**config.mk**
```make
export PLATFORM = sky130hd
export DESIGN_NAME = err_stats_accum
export DESIGN_NICKNAME = d
export VERILOG_FILES = /design/src/rtl/err_eval_pkg.sv /design/src/rtl/err_calc.sv /design/src/rtl/err_stats_accum.sv
export SDC_FILE = /design/constraint.sdc
export NUM_CORES = 1
export LEC_CHECK = 0
export CORE_MARGIN = 1.5
export CORE_UTILIZATION = 30
export CTS_BUF_LIST = sky130_fd_sc_hd__clkbuf_4
export DETAILED_ROUTE_END_ITERATION = 10
export PLACE_DENSITY = 0.61
export SLEW_MARGIN = 15
export SYNTH_ARGS = -nofsm -noshare
export SYNTH_HDL_FRONTEND = slang
export SYNTH_SLANG_ARGS = --single-unit
```
**constraint.sdc**
```tcl
create_clock -name clk -period 8.9 [get_ports clk]
set_clock_uncertainty 0.05 [all_clocks]
set_input_delay 1.78 -clock clk [delete_from_list [all_inputs] [get_ports clk]]
set_output_delay 1.78 -clock clk [all_outputs]
set_load 0.03 [all_outputs]
```
**src/rtl/err_eval_pkg.sv**
```systemverilog
// Shared widths and FSM encoding for the approximate-adder error statistics engine.
package err_eval_pkg;

    localparam int IN_W   = 8;
    localparam int OUT_W  = IN_W + 1;
    localparam int CNT_W  = 17;
    localparam int ACC_W  = OUT_W + CNT_W;
    localparam int SACC_W = ACC_W + 1;
    localparam int DIFF_W = OUT_W + 1;

    typedef enum logic [1:0] {
        IDLE  = 2'd0,
        RUN   = 2'd1,
        DRAIN = 2'd2,
        DONE  = 2'd3
    } state_t;

endpackage

```
**src/rtl/err_calc.sv**
```systemverilog
// Second pipeline stage: recompute the exact sum and register signed and absolute error.
module err_calc #(
    parameter int IN_W  = err_eval_pkg::IN_W,
    parameter int OUT_W = err_eval_pkg::OUT_W,
    parameter int CNT_W = err_eval_pkg::CNT_W
) (
    input  logic             clk,
    input  logic             rst,
    input  logic             in_valid,
    input  logic [IN_W-1:0]  a,
    input  logic [IN_W-1:0]  b,
    input  logic [OUT_W-1:0] approx,
    input  logic [CNT_W-1:0] idx_in,
    output logic             out_valid,
    output logic [OUT_W:0]   diff,
    output logic [OUT_W-1:0] abs_err,
    output logic [CNT_W-1:0] idx_out
);

    logic             valid_q, valid_d;
    logic [OUT_W:0]   diff_q, diff_d;
    logic [OUT_W-1:0] abs_q, abs_d;
    logic [CNT_W-1:0] idx_q, idx_d;
    logic [OUT_W-1:0] exact;

    always_comb begin
        exact   = OUT_W'(a) + OUT_W'(b);
        valid_d = in_valid;
        diff_d  = {1'b0, approx} - {1'b0, exact};
        // |diff| always fits OUT_W bits, so the modular subtraction in the right order is exact
        abs_d   = diff_d[OUT_W] ? (exact - approx) : (approx - exact);
        idx_d   = idx_in;
    end

    always_ff @(posedge clk) begin
        if (rst) begin
            valid_q <= 1'b0;
            diff_q  <= '0;
            abs_q   <= '0;
            idx_q   <= '0;
        end else begin
            valid_q <= valid_d;
            diff_q  <= diff_d;
            abs_q   <= abs_d;
            idx_q   <= idx_d;
        end
    end

    assign out_valid = valid_q;
    assign diff      = diff_q;
    assign abs_err   = abs_q;
    assign idx_out   = idx_q;

endmodule

```
**src/rtl/err_stats_accum.sv**
```systemverilog
// Streaming error-statistics engine for an IN_W+IN_W->OUT_W approximate adder:
// input capture, run-control FSM and metric accumulators around the err_calc stage.
module err_stats_accum #(
    parameter int IN_W  = err_eval_pkg::IN_W,
    parameter int OUT_W = err_eval_pkg::OUT_W,
    parameter int CNT_W = err_eval_pkg::CNT_W
) (
    input  logic                   clk,
    input  logic                   rst,
    input  logic                   start,
    input  logic [CNT_W-1:0]       n_samples,
    input  logic                   in_valid,
    output logic                   in_ready,
    input  logic [IN_W-1:0]        a,
    input  logic [IN_W-1:0]        b,
    input  logic [OUT_W-1:0]       approx_sum,
    output logic                   busy,
    output logic                   done,
    output logic [CNT_W-1:0]       sample_cnt,
    output logic [CNT_W-1:0]       err_cnt,
    output logic [OUT_W+CNT_W-1:0] sum_abs_err,
    output logic [OUT_W+CNT_W:0]   sum_signed_err,
    output logic [OUT_W-1:0]       max_err,
    output logic [CNT_W-1:0]       max_idx
);

    localparam int ACC_W  = OUT_W + CNT_W;
    localparam int SACC_W = ACC_W + 1;
    localparam int DIFF_W = OUT_W + 1;

    err_eval_pkg::state_t state_q, state_d;

    logic [CNT_W-1:0]  n_q, n_d;
    logic [CNT_W-1:0]  acc_cnt_q, acc_cnt_d;

    logic              s1_valid_q, s1_valid_d;
    logic [IN_W-1:0]   s1_a_q, s1_a_d;
    logic [IN_W-1:0]   s1_b_q, s1_b_d;
    logic [OUT_W-1:0]  s1_approx_q, s1_approx_d;
    logic [CNT_W-1:0]  s1_idx_q, s1_idx_d;

    logic              s2_valid;
    logic [DIFF_W-1:0] s2_diff;
    logic [OUT_W-1:0]  s2_abs;
    logic [CNT_W-1:0]  s2_idx;

    logic [CNT_W-1:0]  sample_cnt_q, sample_cnt_d;
    logic [CNT_W-1:0]  err_cnt_q, err_cnt_d;
    logic [ACC_W-1:0]  sum_abs_q, sum_abs_d;
    logic [SACC_W-1:0] sum_sgn_q, sum_sgn_d;
    logic [OUT_W-1:0]  max_err_q, max_err_d;
    logic [CNT_W-1:0]  max_idx_q, max_idx_d;

    logic xfer;

    assign in_ready = (state_q == err_eval_pkg::RUN) && (acc_cnt_q < n_q);
    assign xfer     = in_valid && in_ready;

    err_calc #(
        .IN_W (IN_W),
        .OUT_W(OUT_W),
        .CNT_W(CNT_W)
    ) u_err_calc (
        .clk      (clk),
        .rst      (rst),
        .in_valid (s1_valid_q),
        .a        (s1_a_q),
        .b        (s1_b_q),
        .approx   (s1_approx_q),
        .idx_in   (s1_idx_q),
        .out_valid(s2_valid),
        .diff     (s2_diff),
        .abs_err  (s2_abs),
        .idx_out  (s2_idx)
    );

    always_comb begin
        state_d      = state_q;
        n_d          = n_q;
        acc_cnt_d    = acc_cnt_q;
        s1_valid_d   = xfer;
        s1_a_d       = s1_a_q;
        s1_b_d       = s1_b_q;
        s1_approx_d  = s1_approx_q;
        s1_idx_d     = s1_idx_q;
        sample_cnt_d = sample_cnt_q;
        err_cnt_d    = err_cnt_q;
        sum_abs_d    = sum_abs_q;
        sum_sgn_d    = sum_sgn_q;
        max_err_d    = max_err_q;
        max_idx_d    = max_idx_q;

        if (xfer) begin
            s1_a_d      = a;
            s1_b_d      = b;
            s1_approx_d = approx_sum;
            s1_idx_d    = acc_cnt_q;
        end

        if (s2_valid) begin
            sample_cnt_d = sample_cnt_q + CNT_W'(1);
            if (s2_diff != '0) begin
                err_cnt_d = err_cnt_q + CNT_W'(1);
            end
            sum_abs_d = sum_abs_q + ACC_W'(s2_abs);
            sum_sgn_d = sum_sgn_q + {{(SACC_W-DIFF_W){s2_diff[DIFF_W-1]}}, s2_diff};
            // strict compare so a tie keeps the earliest index
            if (s2_abs > max_err_q) begin
                max_err_d = s2_abs;
                max_idx_d = s2_idx;
            end
        end

        unique case (state_q)
            err_eval_pkg::IDLE, err_eval_pkg::DONE: begin
                if (start) begin
                    n_d          = n_samples;
                    acc_cnt_d    = '0;
                    sample_cnt_d = '0;
                    err_cnt_d    = '0;
                    sum_abs_d    = '0;
                    sum_sgn_d    = '0;
                    max_err_d    = '0;
                    max_idx_d    = '0;
                    state_d      = (n_samples == '0) ? err_eval_pkg::DONE : err_eval_pkg::RUN;
                end
            end
            err_eval_pkg::RUN: begin
                if (xfer) begin
                    acc_cnt_d = acc_cnt_q + CNT_W'(1);
                    if (acc_cnt_d == n_q) begin
                        state_d = err_eval_pkg::DRAIN;
                    end
                end
            end
            err_eval_pkg::DRAIN: begin
                if (!s1_valid_q && !s2_valid) begin
                    state_d = err_eval_pkg::DONE;
                end
            end
            default: state_d = err_eval_pkg::IDLE;
        endcase
    end

    always_ff @(posedge clk) begin
        if (rst) begin
            state_q      <= err_eval_pkg::IDLE;
            n_q          <= '0;
            acc_cnt_q    <= '0;
            s1_valid_q   <= 1'b0;
            s1_a_q       <= '0;
            s1_b_q       <= '0;
            s1_approx_q  <= '0;
            s1_idx_q     <= '0;
            sample_cnt_q <= '0;
            err_cnt_q    <= '0;
            sum_abs_q    <= '0;
            sum_sgn_q    <= '0;
            max_err_q    <= '0;
            max_idx_q    <= '0;
        end else begin
            state_q      <= state_d;
            n_q          <= n_d;
            acc_cnt_q    <= acc_cnt_d;
            s1_valid_q   <= s1_valid_d;
            s1_a_q       <= s1_a_d;
            s1_b_q       <= s1_b_d;
            s1_approx_q  <= s1_approx_d;
            s1_idx_q     <= s1_idx_d;
            sample_cnt_q <= sample_cnt_d;
            err_cnt_q    <= err_cnt_d;
            sum_abs_q    <= sum_abs_d;
            sum_sgn_q    <= sum_sgn_d;
            max_err_q    <= max_err_d;
            max_idx_q    <= max_idx_d;
        end
    end

    assign busy           = (state_q == err_eval_pkg::RUN) || (state_q == err_eval_pkg::DRAIN);
    assign done           = (state_q == err_eval_pkg::DONE);
    assign sample_cnt     = sample_cnt_q;
    assign err_cnt        = err_cnt_q;
    assign sum_abs_err    = sum_abs_q;
    assign sum_signed_err = sum_sgn_q;
    assign max_err        = max_err_q;
    assign max_idx        = max_idx_q;

endmodule

```
==> results_tabular.tex, run 1 <==
\begin{tabular}{lr}
\hline
Metric & Value \\
\hline
\multicolumn{2}{l}{\textbf{STA}} \\
Portion of the clock cycle consumed by the worst path in the final layout & 0.591 \\
Final number of hold-violating endpoints & 0 \\
Highest Clock Rate & 0.190 GHz \\
Accumulated negative setup slack & 0 ps \\
Slew @ Worst Pin & 1040 ps \\
Pins over their slew limit & 0 \\
Shortest clock period the worst path allows after layout & 5260 ps \\
Relative slew margins & 0.306 \\
Setup repair after global routing missed its margin & no \\
Final setup violation count & 0 \\
Final WS setup & 3640 ps \\
Hold Slack & 397 ps \\
\multicolumn{2}{l}{\textbf{CTS}} \\
TritonCTS clock tree & yes \\
Number of resized instances in the post-cts repair step & 0 \\
Max Buffers Root-to-Sink & 3 \\
Clock transition at the registers of the reported paths & 60 ps \\
CTS H-tree lvls & 3 \\
Number of buffers inserted for hold repair after clock tree synthesis & 0 \\
CTS root buffer & sky130\_fd\_sc\_hd\_\_clkbuf\_4 \\
Clock tree sinks & 228 \\
Number of clock buffers inserted by TritonCTS & 69 \\
Post CTS Setup Buffer Count & 0 \\
Later-pin clock latency in the skew report & 750 ps \\
\multicolumn{2}{l}{\textbf{Die}} \\
Die area & 0.0413 mm2 \\
Count of pins on the block boundary & 162 \\
Starting density of the core & 0.304 \\
Die X & 203 um \\
Floorplan die height & 203 um \\
Number of placement rows & 73 \\
Core Footprint & 0.0396 mm2 \\
\multicolumn{2}{l}{\textbf{Placed design}} \\
Gpl congestion & 0.884 \\
HPWL after DPL & 23,000 um \\
Worst setup slack before clock tree synthesis & 4380 ps \\
Total of buffers placed on input and output ports & 161 \\
\multicolumn{2}{l}{\textbf{Pwr}} \\
Share of total power in the clock network & 0.319 \\
Combinational power share & 0.330 \\
Maximum ir drop on the vdd rail & 151 uV \\
Switching Fraction & 0.359 \\
Internal & 2.15 mW \\
Sw Pwr & 1.20 mW \\
Pleak & 5.65 nW \\
Total power density per cell area & 223 mW/mm2 \\
Register share of total power & 0.351 \\
Total power after layout & 3.36 mW \\
\multicolumn{2}{l}{\textbf{Setup path}} \\
Required time of the critical path & 7070 ps \\
Signal arrival time at the worst endpoint & 3430 ps \\
Element type at the critical path start & flop \\
R2R Setup Slk & 4830 ps \\
Maximum fanout along the worst path & 8 \\
Capturing element type of the critical path & primary output \\
Cell count of the worst reg-to-reg path & 16 \\
Worst Setup Path Type & reg -> out \\
\multicolumn{2}{l}{\textbf{Flow run}} \\
MaxCap Viol Count & 0 \\
\multicolumn{2}{l}{\textbf{Routing}} \\
Vias per Instance & 4.84 \\
Remaining antenna violation count & 0 \\
Iteration count of the initial detailed-routing pass & 5 \\
First DRT Iteration DRCs & 526 \\
Routed wire length per instance & 14.6 um \\
Routed WL & 31,800 um \\
DRC Markers & 0 \\
Via Count & 10,600 \\
\multicolumn{2}{l}{\textbf{Cells and area}} \\
Layout fillers & 4,092 \\
Layout cell share with drive strength beyond 1 & 0.0797 \\
Final Net Count & 1,754 \\
Area grow syn2layout & 25.0\% \\
Final Core Density & 0.380 \\
Max reg flops & 27 \\
\multicolumn{2}{l}{\textbf{Run status}} \\
Outcome & finished clean \\
\multicolumn{2}{l}{\textbf{Global routing}} \\
Total global routing track utilization & 0.154 \\
Wire length of the first global-routing pass & 51,500 um \\
GRT Residual Overflow & 0 \\
Number of global-route vias before repair & 10,100 \\
Pin count of the biggest net entering global routing & 84 \\
Initial antenna violation count & 2 \\
\multicolumn{2}{l}{\textbf{Synthesis}} \\
Cell variety after synth & 58 \\
Synthesized Nets & 1,580 \\
Fraction of registers with async set or reset after synthesis & 0 \\
Mapped Area & 0.0120 mm2 \\
Number of enable-type register cells in the synthesized netlist & 0 \\
Gate count after technology mapping & 1,436 \\
Synth Area per Inst & 8.38 um2 \\
Library cell with the highest instance count after synthesis & sky130\_fd\_sc\_hd\_\_dfxtp\_1 \\
Most used DFF post-synth & sky130\_fd\_sc\_hd\_\_dfxtp\_1 \\
Cell types with the highest counts after synthesis & 228 x sky130\_fd\_sc\_hd\_\_dfxtp\_1, 164 x sky130\_fd\_sc\_hd\_\_nor2\_1, 136 x sky130\_fd\_sc\_hd\_\_a21oi\_1 \\
Synth top area share & 0.379 \\
Register bit total from synthesis & 228 \\
Syn. warnings & 0 \\
Ranking of synthesized cells by area & sky130\_fd\_sc\_hd\_\_dfxtp\_1 38\%, sky130\_fd\_sc\_hd\_\_ha\_1 9.7\%, sky130\_fd\_sc\_hd\_\_a21oi\_1 5.7\%, sky130\_fd\_sc\_hd\_\_nor2\_1 5.1\%, sky130\_fd\_sc\_hd\_\_mux2i\_1 4.8\% \\
Sequential-to-total area share from yosys stat & 0.379 \\
Yosys top cell by area & sky130\_fd\_sc\_hd\_\_dfxtp\_1 \\
\multicolumn{2}{l}{\textbf{Worst hold path}} \\
Number of cells on the worst hold path & 2 \\
Type of the most critical hold path & reg -> reg \\
\hline
\end{tabular}
power by group through the flow:
stage | Clock [mW] | Sequential (mW) | Combinational [mW]
final | 1.07 | 1.18 | 1.11
after global routing | 1.18 | 1.19 | 1.26
after CTS | 1.12 | 1.18 | 1.12
after detailed placement | 0 | 1.20 | 1.11
after global placement | 0 | 1.20 | 1.10
after floorplan | 0 | 1.18 | 0.852
worst paths after layout:
path,startpoint,end
max,acc_cnt_q[10],in_ready
min,u_err_calc.idx_out[9],max_idx[9]
max reg2reg,s1_a_q[0],u_err_calc.abs_err[4]
min reg2reg,u_err_calc.idx_out[9],max_idx[9]
cells by family (layout without fill, tap and decap cells):
family                   count (synthesis)  in the layout  share of synthesized area
multiplexers                            58             58                     0.0482
XOR/XNOR                                93             93                     0.0677
flip-flops                             228            228                      0.379
AO/OA/AOI/OAI                          340            340                      0.167
buffers and inverters                  144            364                     0.0467
adder cells (fa/ha/maj)                 98             98                      0.105
AND/OR/NAND/NOR                        475            475                      0.186
other                                    0              3                          0
final cells by class:
type                    instances  area, um2  share of cell area
repair buffers                169       1670               0.111
well taps                     525        657              0.0437
flip-flops and latches        228       4570               0.303
clock buffers                 102        766              0.0509
multi-input cells            1064       6950               0.462
diodes                          3       7.51            0.000499
clock inverters                15        145             0.00965
inverters                      78        293              0.0195
through the flow:
| step | cell area [um2] | instances |
|---|---|---|
| after floorplan | 12000 | 1436 |
| after global placement | 14100 | 2064 |
| after detailed placement | 14100 | 2064 |
| after CTS | 15000 | 2181 |
| after global routing | 15000 | 2184 |
| final | 15000 | 2184 |
layer usage:
layer / wire (um) / global-route usage
met1: 14800 / 0.198
met2: 14200 / 0.245
met3: 1890 / 0.0403
met4: 901 / 0.0630
met5: 0 / 0
worst max-delay path, cell delays in order (launching register included):
cell and delay [ps]:
sky130_fd_sc_hd__dfxtp_1 390, sky130_fd_sc_hd__ha_1 320, sky130_fd_sc_hd__a21oi_1 60, sky130_fd_sc_hd__nor2b_1 200
sky130_fd_sc_hd__a2111oi_4 80, sky130_fd_sc_hd__a2111o_1 370, sky130_fd_sc_hd__a31oi_1 580, sky130_fd_sc_hd__nor2_1 90
sky130_fd_sc_hd__clkdlybuf4s50_1 630
cell usage in the layout, fill, tap and decap left out, drive strengths merged, types with 6 or more instances in the layout:
master         netlist  final
o211ai               6      6
dfxtp              228    228
clkdlybuf4s50        0    160
buf                 22      9
or3                 26     26
xor2                41     41
a21oi              136    136
clkbuf              44    102
and3                10     10
nor2b               33     33
nand4               16     16
and2                 6      6
and4                 8      8
nand3               58     58
nand2              106    106
nor2               164    164
o31ai                6      6
ha                  93     93
a211oi              16     16
o22ai                6      6
nand2b               6      6
mux2i               58     58
inv                 78     79
xnor2               52     52
o21ai               99     99
o21bai              15     15
nor4                10     10
o21a                 9      9
nor3                21     21
clkinv               0      9
a21o                19     19
Note: power is estimated with default switching activity, not from simulation.
==> inputs of run 2 (changes only) <==
==> constraint.sdc (replaced) <==
create_clock -name clk -period 5 [get_ports clk]
set_clock_uncertainty 0.05 [all_clocks]
set_input_delay 1 -clock clk [delete_from_list [all_inputs] [get_ports clk]]
set_output_delay 1 -clock clk [all_outputs]
set_load 0.03 [all_outputs]
==> run 2 against run 1 <==
Compared with the run above:
- critical path depth grew 1
- die area is the same
- largest power group unchanged
- combinational power grew 80%
- utilization shrank 0.31 points
- sequential cell count is the same
- count of clock-buffer cells in the layout shrank 11
- register-to-register slack lost 3800 ps
- largest cell class unchanged
- worst hold slack gained 2.6 ps
- critical endpoint unchanged
- final cell count shrank 0.41%
- first-iteration DRC count grew 0.76%
==> results_tabular.tex, run 2 (synthesis gave the netlist of run 1 again) <==
\begin{tabular}{lr}
\hline
Metric & Value \\
\hline
\multicolumn{2}{l}{\textbf{CTS}} \\
Number of resized instances in the post-cts repair step & 0 \\
Clock transition at the registers of the reported paths & 70 ps \\
Max Buffers Root-to-Sink & 3 \\
Number of clock buffers inserted by TritonCTS & 66 \\
Later-pin clock latency in the skew report & 700 ps \\
CTS root buffer & sky130\_fd\_sc\_hd\_\_clkbuf\_4 \\
Post CTS Setup Buffer Count & 0 \\
TritonCTS clock tree & yes \\
Number of buffers inserted for hold repair after clock tree synthesis & 0 \\
Clock tree sinks & 228 \\
CTS H-tree lvls & 3 \\
\multicolumn{2}{l}{\textbf{Setup path}} \\
CP dominant cell by count & sky130\_fd\_sc\_hd\_\_a21o\_1 \\
Cell count of the worst reg-to-reg path & 16 \\
Signal arrival time at the worst endpoint & 3490 ps \\
Capturing element type of the critical path & primary output \\
Cell with the biggest individual delay on the critical path & sky130\_fd\_sc\_hd\_\_clkdlybuf4s50\_1 \\
Required time of the critical path & 3950 ps \\
R2R Setup Slk & 1070 ps \\
Largest stage delay on the critical path & 630 ps \\
Maximum fanout along the worst path & 6 \\
Element type at the critical path start & flop \\
Reg-to-reg critical path endpoint & u\_err\_calc.abs\_err[3] \\
Cell chain of the critical path & inv\_1 > ha\_1 > a21o\_1 > a21o\_1 > a2111oi\_4 > a2111o\_1 > a31oi\_1 > nor2\_1 > clkdlybuf4s50\_1 \\
Worst reg2reg path startpoint & s1\_a\_q[0] \\
Worst Setup Path Type & reg -> out \\
\multicolumn{2}{l}{\textbf{Die}} \\
Starting density of the core & 0.304 \\
Die X & 203 um \\
Count of pins on the block boundary & 162 \\
Core Footprint & 0.0396 mm2 \\
Die area & 0.0413 mm2 \\
Number of placement rows & 73 \\
Floorplan die height & 203 um \\
\multicolumn{2}{l}{\textbf{Pwr}} \\
Internal & 3.65 mW \\
Register share of total power & 0.365 \\
Total power after layout & 5.76 mW \\
Switching Fraction & 0.367 \\
Combinational power share & 0.348 \\
Total power density per cell area & 386 mW/mm2 \\
Pleak & 5.59 nW \\
Sw Pwr & 2.11 mW \\
Maximum ir drop on the vdd rail & 254 uV \\
Share of total power in the clock network & 0.287 \\
\multicolumn{2}{l}{\textbf{Worst hold path}} \\
Hold Startpoint & u\_err\_calc.idx\_out[2] \\
Type of the most critical hold path & reg -> reg \\
Number of cells on the worst hold path & 2 \\
Worst Hold End & max\_idx[2] \\
\multicolumn{2}{l}{\textbf{Flow run}} \\
MaxCap Viol Count & 0 \\
\multicolumn{2}{l}{\textbf{Routing}} \\
Vias per Instance & 4.86 \\
Remaining antenna violation count & 0 \\
Via Count & 10,600 \\
Routed WL & 31,900 um \\
Iteration count of the initial detailed-routing pass & 4 \\
Routed wire length per instance & 14.7 um \\
First DRT Iteration DRCs & 530 \\
DRC Markers & 0 \\
\multicolumn{2}{l}{\textbf{Global routing}} \\
GRT Residual Overflow & 0 \\
Wire length of the first global-routing pass & 51,100 um \\
Number of global-route vias before repair & 10,200 \\
Pin count of the biggest net entering global routing & 51 \\
Initial antenna violation count & 2 \\
Total global routing track utilization & 0.153 \\
\multicolumn{2}{l}{\textbf{Cells and area}} \\
Multi-input combinational cell area & 0.00695 mm2 \\
Most frequent cells in the layout & 227 x sky130\_fd\_sc\_hd\_\_dfxtp\_1, 163 x sky130\_fd\_sc\_hd\_\_nor2\_1, 160 x sky130\_fd\_sc\_hd\_\_clkdlybuf4s50\_1, 136 x sky130\_fd\_sc\_hd\_\_a21oi\_1, 106 x sky130\_fd\_sc\_hd\_\_nand2\_1 \\
Most frequent standard cell in the layout excluding fill and tap cells & sky130\_fd\_sc\_hd\_\_dfxtp\_1 \\
Finished Cell Area & 0.0149 mm2 \\
Max reg flops & 27 \\
Layout fillers & 4,097 \\
Register Area & 0.00457 mm2 \\
Layout cell share with drive strength beyond 1 & 0.0729 \\
Final Net Count & 1,755 \\
Area grow syn2layout & 24.0\% \\
\multicolumn{2}{l}{\textbf{Placed design}} \\
Gpl congestion & 0.842 \\
Instance area after placement & 0.0142 mm2 \\
HPWL after DPL & 23,300 um \\
Total of buffers placed on input and output ports & 161 \\
\multicolumn{2}{l}{\textbf{STA}} \\
Pins over their slew limit & 0 \\
Portion of the clock cycle consumed by the worst path in the final layout & 0.908 \\
Accumulated negative setup slack & 0 ps \\
Setup repair after global routing missed its margin & no \\
Shortest clock period the worst path allows after layout & 4540 ps \\
Slew @ Worst Pin & 1050 ps \\
Final setup violation count & 0 \\
Relative slew margins & 0.299 \\
Highest Clock Rate & 0.220 GHz \\
Final number of hold-violating endpoints & 0 \\
\multicolumn{2}{l}{\textbf{Run status}} \\
Outcome & finished clean \\
\hline
\end{tabular}
run 2: worst max path at each step:
stage	from	endpoint	slack, ps	depth (start not counted)
after floorplan	s1_a_q[0]	u_err_calc.abs_err[3]	1440	16
after global placement	s1_a_q[0]	u_err_calc.abs_err[3]	1160	16
after detailed placement	s1_a_q[0]	u_err_calc.abs_err[3]	1070	16
after CTS	n_q[10]	in_ready	380	9
after global routing	acc_cnt_q[10]	in_ready	320	8
final	n_q[6]	in_ready	460	9
run 2: layer usage:
layer,part of all wire,vias to the layer above,GRT usage
met5,0,-,0
met4,0.029,0,0.0683
met3,0.050,62,0.0360
met2,0.45,252,0.245
met1,0.47,4870,0.195
li1,-,5396,-
run 2: metrics by stage:
stage	hold slack, ps	worst slack (ps)	util	cells
global placement	388	1160	0.357	2068
CTS	401	385	0.376	2172
floorplan	379	1440	-	1436
detailed placement	391	1070	0.357	2068
finish	399	461	0.377	2175
global route	419	318	0.377	2175
run 2: final cells by class:
class,count,share of cell area
multi-input cells,1064,0.465
flip-flops and latches,228,0.306
repair buffers,173,0.114
clock buffers,91,0.0458
well taps,525,0.0440
inverters,78,0.0196
clock inverters,13,0.00511
diodes,3,0.000503
run 2: power groups by stage:
stage / combinational, mW / sequential (mW) / clock (mW)
after floorplan: 1.52 / 2.10 / 0
after global placement: 1.97 / 2.14 / 0
after detailed placement: 2.01 / 2.14 / 0
after CTS: 2.02 / 2.10 / 1.74
after global routing: 2.23 / 2.12 / 1.84
final: 2.00 / 2.10 / 1.65
run 2: worst max-delay path: cells and delay by family, from the launching register on:
kind / cells / cell delay (ps)
buffers and inverters: 2 / 700
and+or+nand+nor: 1 / 130
DFF: 1 / 380
adders and majority gates: 1 / 290
AOI/OAI and AO/OA: 5 / 1290
